<file path="src/rtl/apb_pkg.sv">
//------------------------------------------------------------------------------
// Module : apb_pkg
// Brief  : APB requester state encoding and default widths.
// Rev    : 1.0  initial release
//------------------------------------------------------------------------------
`default_nettype none

package apb_pkg;

  localparam int APB_ADDR_W = 32;
  localparam int APB_DATA_W = 32;

  // Encoding is {psel, penable}, so the state register drives the bus directly
  typedef enum logic [1:0] {
    APB_IDLE   = 2'b00,
    APB_SETUP  = 2'b10,
    APB_ACCESS = 2'b11
  } apb_state_e;

endpackage

`default_nettype wire

</file>
<file path="src/rtl/apb_wait_timer.sv">
//------------------------------------------------------------------------------
// Module : apb_wait_timer
// Brief  : Saturating ACCESS wait counter; o_expired is high when the next
//          counted edge is the terminal (TIMEOUT-th) one.
// Rev    : 1.0  initial release
//------------------------------------------------------------------------------
`default_nettype none

module apb_wait_timer #(
  parameter int TIMEOUT = 16
) (
  input  logic pclk,
  input  logic preset,
  input  logic i_clear,
  input  logic i_en,
  output logic o_expired
);

  generate
    if (TIMEOUT > 0) begin : g_timer
      localparam int CNT_W = $clog2(TIMEOUT + 1);
      localparam logic [CNT_W-1:0] c_CNT_MAX = CNT_W'(TIMEOUT);

      logic [CNT_W-1:0] r_cnt;
      logic             r_expired;

      // Flag is pre-armed one edge early so the abort lands on the terminal edge
      always_ff @(posedge pclk or negedge preset) begin
        if (!preset) begin
          r_cnt     <= '0;
          r_expired <= 1'b0;
        end else if (i_clear) begin
          r_cnt     <= '0;
          r_expired <= (TIMEOUT == 1);
        end else if (i_en) begin
          if (r_cnt != c_CNT_MAX) begin
            r_cnt <= r_cnt + 1'b1;
          end
          r_expired <= ((int'(r_cnt) + 2) >= TIMEOUT);
        end
      end

      assign o_expired = r_expired;
    end else begin : g_no_timer
      logic w_unused;
      assign w_unused  = ^{pclk, preset, i_clear, i_en};
      assign o_expired = 1'b0;
    end
  endgenerate

endmodule

`default_nettype wire

</file>
<file path="src/rtl/apb_master_bridge.sv">
//------------------------------------------------------------------------------
// Module : apb_master_bridge
// Brief  : valid/ready command port to APB3 SETUP/ACCESS requester.
// Rev    : 1.0  initial release
//------------------------------------------------------------------------------
`default_nettype none

module apb_master_bridge
  import apb_pkg::*;
#(
  parameter int ADDR_W  = APB_ADDR_W,
  parameter int DATA_W  = APB_DATA_W,
  parameter int TIMEOUT = 16
) (
  input  logic              pclk,
  input  logic              preset,
  input  logic              req_valid,
  output logic              req_ready,
  input  logic [ADDR_W-1:0] req_addr,
  input  logic              req_write,
  input  logic [DATA_W-1:0] req_wdata,
  output logic              rsp_valid,
  output logic [DATA_W-1:0] rsp_rdata,
  output logic              rsp_err,
  output logic              psel,
  output logic              penable,
  output logic [ADDR_W-1:0] paddr,
  output logic              pwrite,
  output logic [DATA_W-1:0] pwdata,
  input  logic [DATA_W-1:0] prdata,
  input  logic              pready,
  input  logic              pslverr
);

  apb_state_e r_state;
  apb_state_e w_next;
  logic       w_accept;
  logic       w_done;
  logic       w_abort;
  logic       w_count;
  logic       w_expired;

  always_ff @(posedge pclk or negedge preset) begin
    if (!preset) begin
      r_state <= APB_IDLE;
    end else begin
      r_state <= w_next;
    end
  end

  always_comb begin
    w_next   = r_state;
    w_accept = 1'b0;
    w_done   = 1'b0;
    w_abort  = 1'b0;
    case (r_state)
      APB_IDLE: begin
        if (req_valid) begin
          w_accept = 1'b1;
          w_next   = APB_SETUP;
        end
      end
      APB_SETUP: begin
        w_next = APB_ACCESS;
      end
      APB_ACCESS: begin
        // pready takes priority over a coincident terminal count
        if (pready) begin
          w_done = 1'b1;
          w_next = APB_IDLE;
        end else if (w_expired) begin
          w_abort = 1'b1;
          w_next  = APB_IDLE;
        end
      end
      default: begin
        w_next = APB_IDLE;
      end
    endcase
  end

  assign req_ready = (r_state == APB_IDLE);
  assign psel      = r_state[1];
  assign penable   = r_state[0];
  assign w_count   = (r_state == APB_ACCESS) && !pready;

  apb_wait_timer #(
    .TIMEOUT (TIMEOUT)
  ) u_wait_timer (
    .pclk      (pclk),
    .preset    (preset),
    .i_clear   (w_accept),
    .i_en      (w_count),
    .o_expired (w_expired)
  );

  // Bus address/data only change on accept so the slave never sees a glitch
  always_ff @(posedge pclk or negedge preset) begin
    if (!preset) begin
      paddr     <= '0;
      pwrite    <= 1'b0;
      pwdata    <= '0;
      rsp_valid <= 1'b0;
      rsp_err   <= 1'b0;
      rsp_rdata <= '0;
    end else begin
      rsp_valid <= w_done | w_abort;
      if (w_accept) begin
        paddr  <= req_addr;
        pwrite <= req_write;
        pwdata <= req_wdata;
      end
      if (w_done) begin
        rsp_err   <= pslverr;
        rsp_rdata <= (!pwrite && !pslverr) ? prdata : '0;
      end else if (w_abort) begin
        rsp_err   <= 1'b1;
        rsp_rdata <= '0;
      end
    end
  end

endmodule

`default_nettype wire
</file>
<file path="config.mk">
export PLATFORM = sky130hd
export DESIGN_NAME = apb_master_bridge
export DESIGN_NICKNAME = d
export VERILOG_FILES = /design/src/rtl/apb_pkg.sv /design/src/rtl/apb_wait_timer.sv /design/src/rtl/apb_master_bridge.sv
export SDC_FILE = /design/constraint.sdc
export NUM_CORES = 1
export LEC_CHECK = 0
export ABC_AREA = 1
export ABC_CLOCK_PERIOD_IN_PS = 1300
export CAP_MARGIN = 10
export CORE_MARGIN = 4
export CORE_UTILIZATION = 40
export CTS_CLUSTER_DIAMETER = 30
export CTS_CLUSTER_SIZE = 12
export DETAILED_ROUTE_END_ITERATION = 8
export PLACE_DENSITY = 0.76
export SYNTH_ARGS = -nofsm -noshare
export SYNTH_HDL_FRONTEND = slang
export SYNTH_SLANG_ARGS = --single-unit
</file>
<file path="constraint.sdc">
create_clock -name pclk -period 1.3 [get_ports pclk]
set_input_delay 0.26 -clock pclk [delete_from_list [all_inputs] [get_ports pclk]]
set_output_delay 0.26 -clock pclk [all_outputs]
set_load 0.01 [all_outputs]
</file>
==> results.sh, run 1 <==
export IMPL_crit_buf_inv=2
export IMPL_fp_dieW_um=113
export IMPL_cts_buffers=9
export IMPL_tritoncts="yes"
export IMPL_avgSynthCellArea_um2=9.08
export IMPL_pwr_share_clk_pct=12.8
export IMPL_ant_nets=0
export IMPL_setup_viol=63
export IMPL_via_per_inst=4.57
export IMPL_power_density_mw_per_mm2=2120
export IMPL_place_gp_congestion=0.821
export IMPL_combPwrFrac_pct=46.9
export IMPL_hold_path_class="primary input to async pin"
export IMPL_grt_pass1_vias=4064
export IMPL_nets=830
export IMPL_start_util_pct=41.7
export IMPL_core_area_mm2=0.0105
export IMPL_cp_top_family="flip-flops"
export IMPL_antenna_found_initial=0
export IMPL_die_h_um=113
export IMPL_net_switching_power_mw=5.40
export IMPL_ios=204
export IMPL_fill_cells=898
export IMPL_cap_violations=0
export IMPL_min_period_ps=1400
export IMPL_cp_max_fo=2
export IMPL_grt_pass1_wl_um=20000
export IMPL_finalCritPeriodShare_pct=107
export IMPL_die_area_mm2=0.0127
export IMPL_finClkSkew_ps=7.80
export IMPL_wl_per_cell_um=14.3
export IMPL_final_seq_area_mm2=0.00268
export IMPL_multiInputGateArea_mm2=0.00134
export IMPL_endpoint_kind="output port"
export IMPL_worstMarginPinSlew_ps=298
export IMPL_routed_wl_um=12400
export IMPL_maxSlewViolCount=0
export IMPL_clock_sinks=107
export IMPL_clk_latency_ps=370
export IMPL_p_leak_nw=3.63
export IMPL_path_cells="buf_6 -> nor2_4 -> buf_6"
export IMPL_clock_fmax_mhz=716
export IMPL_synth_seq_cells=107
export IMPL_finalNonFillerCells=867
export IMPL_ir_drop_mv=0.971
export IMPL_drive_gt1_share_pct=21.3
export IMPL_first_pass_iters=4
export IMPL_crit_type="flip-flop to output port"
export IMPL_synthToLayoutAreaGrowth_pct=55.3
export IMPL_cts_root_buf="clkbuf_8"
export IMPL_violations="negative setup slack"
export IMPL_crit_top_cell="buf_6"
export IMPL_yosysWarningCount=0
export IMPL_fin_ws_ps=-97.5
export IMPL_layout_core_utilization_pct=64.8
export IMPL_synth_area_mm2=0.00437
export IMPL_critical_path_max_stage_delay_ps=420
export IMPL_rsz0062_at_grt="yes"
export IMPL_yosysSeqAreaShare_pct=61.3
export IMPL_required_ps=1040
export IMPL_layout_commonest_cell="nand2_1"
export IMPL_overflow=0
export IMPL_yosysUniqueCellTypes=23
export IMPL_cp_depth=3
export IMPL_mostFrequentLayoutCells="nand2_1, dfrtp_1, clkdlybuf4s50_1"
export IMPL_drt_initial_drc_count=248
export IMPL_power_frac_seq_pct=40.3
export IMPL_remaining_drc_errors=0
export IMPL_cts_max_level=3
export IMPL_r2r_end="paddr[3]"
export IMPL_cp_slowest_cell="dfrtp_1"
export IMPL_p_int_mw=8.96
export IMPL_worstReg2RegStart="r_state[0]"
export IMPL_r2r_cells=8
export IMPL_gr_usage_all_layers_pct=19.5
export IMPL_clkSlewWorstSetupHoldPaths_ps=100
export IMPL_syn_nets=585
export IMPL_cp_arrival_ps=1140
export IMPL_switching_share_pct=37.6
export IMPL_synth_cells=481
export IMPL_cts_buffer_depth=2
export IMPL_hold_viol=0
export IMPL_num_vias=3960
export IMPL_cp_start_kind="flip-flop"
export IMPL_hpwlAfterDp_um=8990
export IMPL_grt_max_degree=56
export IMPL_core_rowCount=37
export IMPL_slew_headroom_pct=80.1
export IMPL_n_antenna_cell=0
export IMPL_placed_cells=820
export IMPL_r2r_slack_ps=-80
export IMPL_status="finished with violations"
export IMPL_port_buffers=203
[metal layers]
| metal | GRT usage [%] | up-vias | share of wire (%) |
|---|---|---|---|
| li1 | - | 1940 | - |
| met1 | 24.1 | 1862 | 42 |
| met2 | 32.9 | 138 | 49 |
| met3 | 4.96 | 20 | 7.0 |
| met4 | 7.53 | 0 | 2.1 |
| met5 | 0 | - | 0 |
[stage by stage]
stage          hold WS [ps]  setup TNS [ps]  power (mW)  cell area (µm²)  setup slack (ps)
2_1_floorplan         -35.6               0        8.77             4370              51.1
3_3_place_gp            127          -12960        12.8             6610              -176
3_5_place_dp            128          -14780        13.0             6610              -230
4_1_cts                 269            -833        14.7             7010             -92.3
5_1_grt                 277           -6060        15.4             6780              -135
6_report                280           -1830        14.4             6780             -97.5
[power by group through the flow]
stage,Clock [mW],Combinational [mW],Sequential (mW)
2_1_floorplan,0,2.28,6.49
3_3_place_gp,0,6.94,5.81
3_5_place_dp,0,7.19,5.84
4_1_cts,1.90,7.05,5.79
5_1_grt,2.02,7.41,6.01
6_report,1.84,6.73,5.79
[final cells by class]
| cell class | instances | area share (%) |
|---|---|---|
| Inverter | 44 | 2.51 |
| Tap cell | 136 | 2.51 |
| Multi-Input combinational cell | 308 | 19.8 |
| Sequential cell | 107 | 39.5 |
| Timing Repair Buffer | 256 | 33.2 |
| Clock inverter | 5 | 0.424 |
| Clock buffer | 11 | 2.08 |
[how the worst max path moves through the flow]
stage          startpoint             to  slack, ps
6_report       r_state[0]      req_ready       -100
3_5_place_dp       pready  rsp_rdata[23]       -230
3_3_place_gp       pready  rsp_rdata[31]       -180
2_1_floorplan  r_state[1]       paddr[0]         50
4_1_cts        r_state[0]      req_ready        -90
5_1_grt        r_state[0]       paddr[3]       -140
[registers in the layout, indices dropped and copies added (netlist names)]
| signal | flops |
|---|---|
| paddr | 32 |
| pwdata | 32 |
| rsp_rdata | 32 |
| u_wait_timer.g_timer.r_cnt | 5 |
| r_state | 2 |
| pwrite | 1 |
| rsp_err | 1 |
| rsp_valid | 1 |
| u_wait_timer.o_expired | 1 |
[worst reg2reg max path, stage by stage, from the launching register on]
cell     delay [ps]
dfrtp_1         420
buf_6           140
nor2_4          100
buf_4           130
nand2_4          70
buf_6           150
buf_12          140
nand2_1          60
nand2_1          60
[what timing repair did]
action                                 in CTS  in global routing
setup endpoints to repair                 128                160
gates resized for setup                   233                 65
gates cloned                                0                  1
pin swaps                                   1                  1
buffers inserted                           22                  7
endpoints found under the hold margin      37                  0
hold buffers                                1                  0
[cell families (layout without fill, tap and decap cells)]
| kind of cell | after synthesis | count (layout) | synth area share, % |
|---|---|---|---|
| xor gates and xnor gates | 1 | 1 | 0.201 |
| and+or+nand+nor | 267 | 267 | 24.1 |
| AOI/OAI and AO/OA | 38 | 38 | 5.56 |
| buffers and inverters | 66 | 316 | 8.28 |
| DFF | 107 | 107 | 61.3 |
| adders and majority gates | 2 | 2 | 0.573 |
[synthesized netlist by cell type]
cell	number	share of area, %
o21ai_1	20	2.3
inv_2	3	0.26
nor2_1	6	0.52
o21ai_2	10	2.0
o21a_1	1	0.17
buf_4	7	1.2
nand2_1	242	21
buf_2	4	0.46
o21ai_0	4	0.46
inv_1	41	3.5
a21oi_4	1	0.37
buf_6	11	2.8
ha_1	2	0.57
nor2_4	1	0.26
nand3_1	11	1.3
nand3_4	1	0.40
dfrtp_1	107	61
o22ai_1	1	0.14
nor2_2	2	0.29
nand4_1	2	0.29
a21oi_1	1	0.11
nand2_2	2	0.29
xor2_1	1	0.20
No activity file was read; power rests on OpenSTA's default activity.
==> inputs of run 2 (changes only) <==
--- a/config.mk
+++ b/config.mk
@@ -5,7 +5,6 @@
 export SDC_FILE = /design/constraint.sdc
 export NUM_CORES = 1
 export LEC_CHECK = 0
-export ABC_AREA = 1
 export ABC_CLOCK_PERIOD_IN_PS = 1300
 export CAP_MARGIN = 10
 export CORE_MARGIN = 4
@@ -13,7 +12,7 @@
 export CTS_CLUSTER_DIAMETER = 30
 export CTS_CLUSTER_SIZE = 12
 export DETAILED_ROUTE_END_ITERATION = 8
-export PLACE_DENSITY = 0.76
+export PLACE_DENSITY = 0.78
 export SYNTH_ARGS = -nofsm -noshare
 export SYNTH_HDL_FRONTEND = slang
 export SYNTH_SLANG_ARGS = --single-unit
==> results.sh, run 2 <==
export IMPL_overflow=0
export IMPL_yosysWarningCount=0
export IMPL_largestRegisters="paddr: 32 flops, pwdata: 32 flops, rsp_rdata: 32 flops"
export IMPL_r2r_cells=5
export IMPL_ir_drop_mv=0.825
export IMPL_hpwlAfterDp_um=8470
export IMPL_finClkSkew_ps=11.8
export IMPL_first_pass_iters=4
export IMPL_fp_dieW_um=109
export IMPL_via_per_inst=4.81
export IMPL_clock_fmax_mhz=663
export IMPL_synth_cells=393
export IMPL_avgSynthCellArea_um2=10.3
export IMPL_critical_path_max_stage_delay_ps=490
export IMPL_gr_usage_all_layers_pct=19.9
export IMPL_power_mw=14.7
export IMPL_cts_buffer_depth=2
export IMPL_ant_nets=0
export IMPL_drt_initial_drc_count=250
export IMPL_die_area_mm2=0.0118
export IMPL_hold_path_class="primary input to async pin"
export IMPL_routed_wl_um=13400
export IMPL_synth_most_common_cell="nand2_1"
export IMPL_crit_type="flip-flop to flip-flop"
export IMPL_n_antenna_cell=0
export IMPL_cp_slowest_cell="or3b_4"
export IMPL_cp_start_kind="flip-flop"
export IMPL_fin_ws_ps=-209
export IMPL_path_cells="buf_6 -> or3b_4 -> buf_12 -> o211ai_1 -> o31ai_1"
export IMPL_cp_max_fo=7
export IMPL_hold_viol=0
export IMPL_worstReg2RegStart="r_state[1]"
export IMPL_port_buffers=203
export IMPL_layout_commonest_cell="nand2_1"
export IMPL_synth_top_cells_by_count="nand2_1, dfrtp_1, a22o_1, buf_2"
export IMPL_clock_sinks=107
export IMPL_cts_root_buf="clkbuf_8"
export IMPL_core_rowCount=36
export IMPL_maxSlewViolCount=0
export IMPL_p_leak_nw=3.54
export IMPL_power_density_mw_per_mm2=2110
export IMPL_yosysUniqueCellTypes=26
export IMPL_endpoint_kind="flip-flop"
export IMPL_rsz0062_at_grt="yes"
export IMPL_slew_headroom_pct=74.0
export IMPL_drive_gt1_share_pct=28.0
export IMPL_wl_per_cell_um=17.2
export IMPL_tritoncts="yes"
export IMPL_synth_top_area_share_pct=66.2
export IMPL_r2r_slack_ps=-210
export IMPL_grt_pass1_wl_um=18300
export IMPL_grt_pass1_vias=3661
export IMPL_synthToLayoutAreaGrowth_pct=71.9
export IMPL_synth_edf_count=0
export IMPL_preCtsSetupSlack_ps=-541
export IMPL_antenna_found_initial=0
export IMPL_die_h_um=109
export IMPL_yosys_top_cells_area="dfrtp_1, nand2_1, a22o_1, buf_2, buf_6"
export IMPL_clk_latency_ps=370
export IMPL_grt_max_degree=67
export IMPL_required_ps=1550
export IMPL_setup_viol=108
export IMPL_min_period_ps=1510
export IMPL_syn_nets=497
export IMPL_status="finished with violations"
export IMPL_num_vias=3759
export IMPL_r2r_end="u_wait_timer.g_timer.r_cnt[4]"
export IMPL_synth_seq_cells=107
export IMPL_cap_violations=0
export IMPL_synth_flop_cell="dfrtp_1"
export IMPL_start_util_pct=41.2
export IMPL_async_reset_ff_share_pct=100
export IMPL_ios=204
export IMPL_remaining_drc_errors=0
export IMPL_violations="negative setup slack"
export IMPL_cts_buffers=9
export IMPL_cts_max_level=3
export IMPL_mostFrequentLayoutCells="nand2_1, dfrtp_1, clkdlybuf4s50_1"
export IMPL_yosysSeqAreaShare_pct=66.2
export IMPL_core_area_mm2=0.00982
export IMPL_synth_area_mm2=0.00405
export IMPL_whs_ps=365
export IMPL_worstMarginPinSlew_ps=390
export IMPL_nets=748
export IMPL_place_gp_congestion=0.747
export IMPL_finalCritPeriodShare_pct=116
export IMPL_clkSlewWorstSetupHoldPaths_ps=110
export IMPL_yosys_area_top_type="dfrtp_1"
export IMPL_cp_arrival_ps=1760
[run 2: routing by layer]
layer / GRT usage, % / part of all wire (%) / vias to the layer above / wire, µm
met5: 0 / 0 / - / 0
met4: 7.75 / 2.1 / 0 / 278
met3: 5.07 / 8.3 / 27 / 1110
met2: 33.1 / 51 / 157 / 6790
met1: 25.0 / 39 / 1809 / 5250
li1: - / - / 1766 / -
[run 2: cell type report]
type                            instances  area (µm²)
Fill cell                             750        2860
Sequential cell                       107        2680
Timing Repair Buffer                  262        2470
Multi-Input combinational cell        259        1430
Tap cell                              133         166
Clock buffer                           10         138
Clock inverter                          6        53.8
Inverter                                5        18.8
[run 2: where the power goes]
part	internal (mW)	total, mW	switching (mW)
clock network	0.788	1.99	1.20
registers	4.81	5.69	0.877
logic	3.61	6.99	3.38
[run 2: worst max-delay path by stage]
stage,slack [ps],start,depth (start not counted),end
final,-210,r_state[1],5,u_wait_timer.g_timer.r_cnt[4]
after CTS,-180,r_state[0],4,req_ready
after detailed placement,-540,req_valid,5,u_wait_timer.g_timer.r_cnt[4]
after global placement,-500,req_valid,5,u_wait_timer.g_timer.r_cnt[4]
after global routing,-260,r_state[1],8,pwdata[31]
after floorplan,-190,r_state[0],7,paddr[27]
[run 2: cells by family (layout without fill, tap and decap cells)]
kind of cell,count (synthesis),after routing,synth area share [%]
buffers and inverters,27,283,3.49
AO/OA/AOI/OAI,47,47,9.27
flip-flops,107,107,66.2
AND/OR/NAND/NOR,210,210,20.5
adder cells (fa/ha/maj),2,2,0.618
[run 2: per-stage QoR]
| step | TNS (ps) | cells | instance area, µm² | util, % |
|---|---|---|---|---|
| 6_report | -15930 | 782 | 6960 | 70.9 |
| 5_1_grt | -22290 | 782 | 6960 | 70.9 |
| 4_1_cts | -10750 | 763 | 6800 | 69.2 |
| 3_5_place_dp | -43960 | 727 | 6350 | 64.7 |
| 3_3_place_gp | -40840 | 727 | 6350 | 64.7 |
| 2_1_floorplan | -8020 | 393 | 4050 | - |
[run 2: timing repair]
action                     in CTS  in global routing
hold endpoints to repair       27                  0
gates cloned                    2                 10
resized for setup             243                114
hold buffers                    1                  0
setup endpoints to repair     205                166
setup buffers                  19                 10
pin swaps                       7                 40
[run 2: worst max-delay path: cells and delay by family, from the launching register on]
| family | cells | cell delay [ps] |
|---|---|---|
| compound gates | 2 | 180 |
| simple gates | 1 | 490 |
| flops | 1 | 410 |
| buf+inv | 2 | 310 |
